--- src/rtl/fifo_pkg.sv ---
// Shared types and defaults for the fifo read-side streaming adapter.
package fifo_pkg;
    localparam int unsigned DATA_WIDTH_DEF = 32;
    localparam int unsigned BUF_DEPTH_DEF  = 2;
    localparam int unsigned COUNT_WIDTH    = 32;

    typedef logic [1:0]             occ_t;
    typedef logic [COUNT_WIDTH-1:0] count_t;
endpackage

--- src/rtl/skid_buf2.sv ---
// Two-entry ring buffer: push at tail, pop at head, registered head data and occupancy.
module skid_buf2 import fifo_pkg::*; #(
    parameter int unsigned DATA_WIDTH = DATA_WIDTH_DEF
) (
    input  logic                  clock,
    input  logic                  resetn,
    input  logic                  push,
    input  logic [DATA_WIDTH-1:0] push_data,
    input  logic                  pop,
    output logic [DATA_WIDTH-1:0] head_data,
    output occ_t                  occ
);
    logic [DATA_WIDTH-1:0] mem [2];
    logic                  wr_ptr;
    logic                  rd_ptr;
    logic                  do_push;
    logic                  do_pop;

    // A push into a full buffer is only legal when the head retires in the same cycle.
    always_comb begin
        do_pop  = pop && (occ != 2'd0);
        do_push = push && ((occ != 2'd2) || do_pop);
    end

    always_ff @(posedge clock or negedge resetn) begin
        if (!resetn) begin
            mem[0] <= '0;
            mem[1] <= '0;
            wr_ptr <= 1'b0;
            rd_ptr <= 1'b0;
            occ    <= 2'd0;
        end else begin
            if (do_push) begin
                mem[wr_ptr] <= push_data;
                wr_ptr      <= ~wr_ptr;
            end
            if (do_pop) begin
                rd_ptr <= ~rd_ptr;
            end
            case ({do_push, do_pop})
                2'b10:   occ <= occ_t'(occ + 2'd1);
                2'b01:   occ <= occ_t'(occ - 2'd1);
                default: occ <= occ;
            endcase
        end
    end

    assign head_data = mem[rd_ptr];
endmodule

--- src/rtl/fifo_rd_stream.sv ---
// Converts a pop/next-cycle-data fifo read port into a valid/ready stream with
// credit-based pop issue so the 2-entry output buffer can never overflow.
module fifo_rd_stream import fifo_pkg::*; #(
    parameter int unsigned DATA_WIDTH = DATA_WIDTH_DEF,
    parameter int unsigned BUF_DEPTH  = BUF_DEPTH_DEF
) (
    input  logic                  clock,
    input  logic                  resetn,
    input  logic                  fifo_empty,
    input  logic [DATA_WIDTH-1:0] fifo_data_out,
    output logic                  fifo_rd_en,
    output logic                  m_valid,
    input  logic                  m_ready,
    output logic [DATA_WIDTH-1:0] m_data,
    output count_t                words_out
);
    if (BUF_DEPTH != 2) begin : g_depth_check
        $error("fifo_rd_stream: BUF_DEPTH must be 2");
    end

    occ_t       occ;
    logic       inflight;
    logic       handshake;
    logic [2:0] credit_used;

    // Pop only if the word still fits once this cycle's capture and retire settle.
    always_comb begin
        handshake   = m_valid && m_ready;
        credit_used = 3'({1'b0, occ}) + 3'(inflight) - 3'(handshake);
        fifo_rd_en  = resetn && !fifo_empty && (credit_used < 3'd2);
    end

    assign m_valid = (occ != 2'd0);

    always_ff @(posedge clock or negedge resetn) begin
        if (!resetn) begin
            inflight  <= 1'b0;
            words_out <= '0;
        end else begin
            inflight <= fifo_rd_en;
            if (handshake) begin
                words_out <= count_t'(words_out + 32'd1);
            end
        end
    end

    skid_buf2 #(
        .DATA_WIDTH (DATA_WIDTH)
    ) u_buf (
        .clock     (clock),
        .resetn    (resetn),
        .push      (inflight),
        .push_data (fifo_data_out),
        .pop       (handshake),
        .head_data (m_data),
        .occ       (occ)
    );
endmodule

--- config.mk ---
export PLATFORM = sky130hd
export DESIGN_NAME = fifo_rd_stream
export DESIGN_NICKNAME = d
export VERILOG_FILES = /design/src/rtl/fifo_pkg.sv /design/src/rtl/skid_buf2.sv /design/src/rtl/fifo_rd_stream.sv
export SDC_FILE = /design/constraint.sdc
export NUM_CORES = 1
export LEC_CHECK = 0
export BUFFER_PORTS_ARGS = -buffer_cell sky130_fd_sc_hd__buf_2
export CORE_UTILIZATION = 54
export DETAILED_ROUTE_END_ITERATION = 12
export PLACE_DENSITY = 0.8
export SLEW_MARGIN = 20
export SYNTH_ARGS = -nofsm -noshare
export SYNTH_HDL_FRONTEND = slang
export SYNTH_HIERARCHICAL = 1
export SYNTH_SLANG_ARGS = --single-unit
--- constraint.sdc ---
create_clock -name clock -period 3.2 [get_ports clock]
set_clock_uncertainty 0.15 [all_clocks]
set_input_delay 0.48 -clock clock [delete_from_list [all_inputs] [get_ports clock]]
set_output_delay 0.48 -clock clock [all_outputs]
set_load 0.05 [all_outputs]
Yosys cells after proc, flatten, opt, wreduce, memory -nomap -nowiden
Index checks and enable logic that the tools add are counted.
{"block": "word_totals", "reg_bits": 101, "word_cells": 40}
{"block": "classes", "addsub": 5, "order_cmp": 4, "n_eq_ne": 3, "mux": 7, "bitwise": 4, "reduce_logical": 10}
{"op": "2-to-1 mux 32 bit", "n": 4}
{"op": "bitwise mux 64 bit", "n": 1}
{"op": "adder 32 x 1 -> 32 bit (second input constant)", "n": 1}
{"op": "demux 32 bit (select 1 bit)", "n": 1}
{"op": "logical AND 1 bit", "n": 6}
{"op": ">= comparator 2 bit (second input constant)", "n": 2}
{"op": "inverter 1 -> 2 bit", "n": 2}
{"op": "one-hot mux 2 bit (2 select lines)", "n": 1}
{"op": "nonzero test 2 bit", "n": 2}
{"op": "adder 2 x 1 -> 3 bit", "n": 1}
{"op": "less-than comparator 3 x 2 -> 1 bit (second input constant)", "n": 1}
{"op": "subtractor 3 x 1 -> 3 bit", "n": 1}
{"op": "adder 2 x 1 -> 2 bit (second input constant)", "n": 1}
{"op": "== test 2 x 1 -> 1 bit (second input constant)", "n": 1}
{"op": "== test 2 bit (second input constant)", "n": 1}
{"op": "less-than comparator 2 x 1 -> 1 bit (second input constant)", "n": 1}
{"op": "!= test 2 bit (second input constant)", "n": 1}
{"op": "inverter 1 bit", "n": 2}
{"op": "subtractor 2 x 1 -> 2 bit (second input constant)", "n": 1}
{"op": "zero test 1 bit", "n": 1}
{"op": "logical OR 1 bit", "n": 1}

Depth between registers and ports, before layout
{"block": "depth", "ltp_word": 7, "depth_mapped": 8, "ltp_nobuf": 8}

Hierarchy
Netlist, hierarchy kept.
{"module": "skid_buf2", "instances": 1, "cells_each": 187, "area_per_inst_um2": 3027.9, "seq_area_each_um2": 1701.6}
{"module": "fifo_rd_stream", "instances": 1, "cells_each": 133, "area_per_inst_um2": 1570.3, "seq_area_each_um2": 825.8}

Worst setup path before layout
Ideal clock, no wire load.
{"block": "synth_path", "path_kind": "reg2out", "start": "register u_buf.occ[0]", "end": "output fifo_rd_en", "t_arrival_ns": 3.123, "t_required_ns": 2.570, "setup_slack_ns": -0.553, "path_stages_with_launch": 8, "n_path_buf": 0, "path_cell_list": "dfrtp_1 > o21ai_2 > inv_1 > ha_1 > nand2b_1 > fa_1 > xor2_1 > nor3_1"}
{"block": "synth_between", "elab_chain_len": 5, "elab_cells_between_ends": 6}
{"item": "start: declaration", "line": "skid_buf2.sv:11", "rtl": "output occ_t occ"}
{"item": "start signal: assignment", "line": "skid_buf2.sv:41", "rtl": "2'b10: occ <= occ_t'(occ + 2'd1);"}
{"item": "start signal: assignment", "line": "skid_buf2.sv:42", "rtl": "2'b01: occ <= occ_t'(occ - 2'd1);"}
{"item": "nonzero test 2 bit", "line": "fifo_rd_stream.sv:33", "rtl": "assign m_valid = (occ != 2'd0);"}
{"item": "logical AND 1 bit", "line": "fifo_rd_stream.sv:28", "rtl": "handshake = m_valid && m_ready;"}
{"item": "net handshake", "line": "fifo_rd_stream.sv:23", "rtl": "logic handshake;"}
{"item": "subtractor 3 x 1 -> 3 bit", "line": "fifo_rd_stream.sv:29", "rtl": "credit_used = 3'({1'b0, occ}) + 3'(inflight) - 3'(handshake);"}
{"item": "less-than comparator 3 x 2 -> 1 bit", "line": "fifo_rd_stream.sv:30", "rtl": "fifo_rd_en = resetn && !fifo_empty && (credit_used < 3'd2);"}
{"item": "logical AND 1 bit", "line": "fifo_rd_stream.sv:30"}
{"item": "end: declaration", "line": "fifo_rd_stream.sv:11", "rtl": "output logic fifo_rd_en,"}
The timed path passes the listed nets, and every way through them passes these cells.

Final worst setup path
{"block": "layout_path", "start": "register u_buf.occ[1]", "end": "output fifo_rd_en"}
The elaborated chain is that of the path after synthesis.

==> flow_summary.yaml <==
run_status:
  status: "finished, final reports clean"
clock_network:
  clockRootBuffer: "clkbuf_8"
  post_cts_buffers: 0
  cts_hold_buffers: 0
  clock_latency_ns: 0.35
  cts_max_path_buffers: 2
  cts_tree: "yes"
  htreeDepth: 3
  cts_sinks: 101
  clk_pin_slew_ns: 0.10
  cts_buffers: 9
grt:
  grt_pass1_vias: 2962
  grt_max_degree: 54
  antenna_found_initial: 0
  grt_overflow: 0
  grt_pass1_wl_um: 14170
  grtUsageTotal: 0.2090
sta:
  clock.fmax_mhz: 328.5
  period_needed_ns: 3.044
  worst_slew_pin_slew_ns: 1.010
  relSlewSlack: 0.3250
  finalSetupViolations: 0
  maxSlewViolCount: 0
  holdWs_ns: 0.08385
  rsz0062_at_grt: "false"
  min_period_over_period: 0.9514
  hold_violations: 0
  setup_tns_ns: 0
placed_design:
  dpl.hpwl_um: 6044
  routabilityCongestion: 0.7712
  portBuffers: 101
  placed_area_sq_mm: 0.005228
critical_path:
  reg2reg_from: "u_buf/occ[1]$_DFFE_PN0P_"
  path_class: "flip-flop to output port"
  crit_family: "adder cells"
  cp_max_fo: 7
  start_kind: "flip-flop"
  end_kind: "output port"
  critPathRequiredTime_ns: 2.57
  crit_path_start: "u_buf/occ[1]$_DFFE_PN0P_"
  crit_arrival_ns: 2.41
  worst_path_max_delay_cell: "dfrtp_2"
  max_stage_delay_ns: 0.48
  cp_num_buf_inv: 2
  worstPathCellList: "o21ai_2, inv_1, ha_1, nand2b_1, fa_1, xor2_1, nor3_4, buf_6"
floorplanning:
  core_sq_mm: 0.008217
  die_w_um: 94.28
  row_count: 33
  start_util: 0.5596
  ios: 102
  die_y_um: 94.28
  dieArea_sq_mm: 0.008888
route:
  drc: 0
  num_vias: 2848
  viasPerCell: 5.274
  drt_iter0_markers: 68
  ant_nets: 0
  detail_route.wl_per_cell_um: 16.16
  drt_wl_total_um: 8727
  first_pass_iters: 4
synth:
  synth_ff_type: "dfrtp_1"
  postSynthAreaPerCell_sq_um: 14.37
  yosys_register_bits: 101
  synth.distinct_cells: 30
  ys_async_sr_fraction: 1.000
  netlist_top_cells_count: "101 x dfrtp_1, 85 x mux2_2, 31 x xnor2_1, 15 x nand2_1, 14 x nand3_1"
  syn-num-nets: 360
  synth_area_leader_cell: "dfrtp_1"
  synth_seq_area_share: 0.5497
  synth_area_sq_mm: 0.004598
  yosysWarnings: 6
  synth_top_area_share: 0.5497
  synthCells: 320
  synth_edf_count: 0
  yosysMostFrequentCell: "dfrtp_1"
  synth_area_leaders: "dfrtp_1 55%, mux2_2 21%, xnor2_1 5.9%, mux2_4 3.3%, nand3_1 1.5%"
layout:
  nFillCells: 639
  final_cell_area_sq_mm: 0.005441
  diodes: 0
  fin_util: 0.6623
  drive_gt1_frac: 0.5402
  area_growth_pct: 18.34
  multi_input_area_sq_mm: 0.001986
  regArea_sq_mm: 0.002529
  final_net_count: 470
power:
  total_power_uw: 5911
  p_leak_uw: 0.002597
  ir_drop_mv: 0.5911
  power.density_mw_per_mm2: 1086
worst_hold_path:
  hold_path_class: "input port to async pin"
flow_run:
  max_cap_violations: 0
==> flip-flops by register name (all words and copies together), names as in the netlist <==
signal        count
inflight          1
u_buf/rd_ptr      1
u_buf/occ         2
u_buf/mem        64
u_buf/wr_ptr      1
words_out        32
==> worst reg2reg max path, delay by kind of cell, from the launching register on <==
family / cells / cell delay, ns
AND/OR/NAND/NOR: 2 / 0.85
buffers and inverters: 2 / 0.24
AO/OA/AOI/OAI: 1 / 0.08
flip-flops: 1 / 0.46
multiplexers: 1 / 0.44
==> worst paths after layout <==
path / cells past startpoint / end / slack (ns)
setup reg to reg: 6 / u_buf/mem[27]$_DFFE_PN0P_ / 0.88
hold reg to reg: 1 / u_buf/rd_ptr$_DFFE_PN0P_ / 0.33
min in group clock: 2 / inflight$_DFF_PN0_ / 0.15
hold / removal: 2 / u_buf/mem[45]$_DFFE_PN0P_ / 0.08
max in group asynchronous: 3 / u_buf/occ[1]$_DFFE_PN0P_ / 1.66
setup / recovery: 8 / fifo_rd_en / 0.16
==> where the power goes <==
part	total [uW]	switching [uW]	internal, uW
clock	824	451	373
sequential	2040	291	1750
combinational	3040	1920	1120
total	5910	2670	3250
==> cells by family (layout without fill, tap and decap cells) <==
family	after synthesis	count (layout)	synth area share
compound gates	2	2	0.003538
flops	101	101	0.5497
xor+xnor	37	37	0.07048
mux	96	96	0.2433
simple gates	66	66	0.09850
buf+inv	14	129	0.02204
fa+ha+maj	4	4	0.01252
==> what timing repair did <==
action,CTS,global route
gates cloned,0,0
gates resized for setup,1,2
pin swaps,0,0
setup endpoints to repair,1,1
==> metrics by stage <==
stage	cells	setup slack, ns
floorplan	320	0.06856
global placement	524	0.4464
detailed placement	524	0.3777
CTS	540	0.05185
global route	540	0.002558
finish	540	0.1556
==> final cells by class <==
type	instances	share of cell area
Timing Repair Buffer	109	0.1055
Clock buffer	9	0.02276
Clock inverter	7	0.01518
Inverter	4	0.002759
Sequential cell	101	0.4647
Tap cell	105	0.02414
Multi-Input combinational cell	205	0.3649
==> layout by cell type (no fill, tap or decap), drive strengths merged <==
cell        n
ha          3
mux2       96
xnor2      31
clkinv      2
nor4        3
or2         1
nand3      14
and4        2
buf       109
bufinv      1
xor2        6
clkbuf      9
inv         6
nor2        6
dfrtp     101
o21a        1
nand2b      2
nor3b       2
and3        5
nand2      15
nand4      13
fa          1
clkinvlp    2
nor3        3
o21ai       1
==> routing by layer <==
layer,track usage,vias up,share of wire
met1,0.2590,1423,0.43
met5,0,-,0
li1,-,1348,-
met4,0.07051,0,0.0092
met3,0.04693,8,0.059
met2,0.3587,69,0.50
Power figures use the tool's default switching activity.
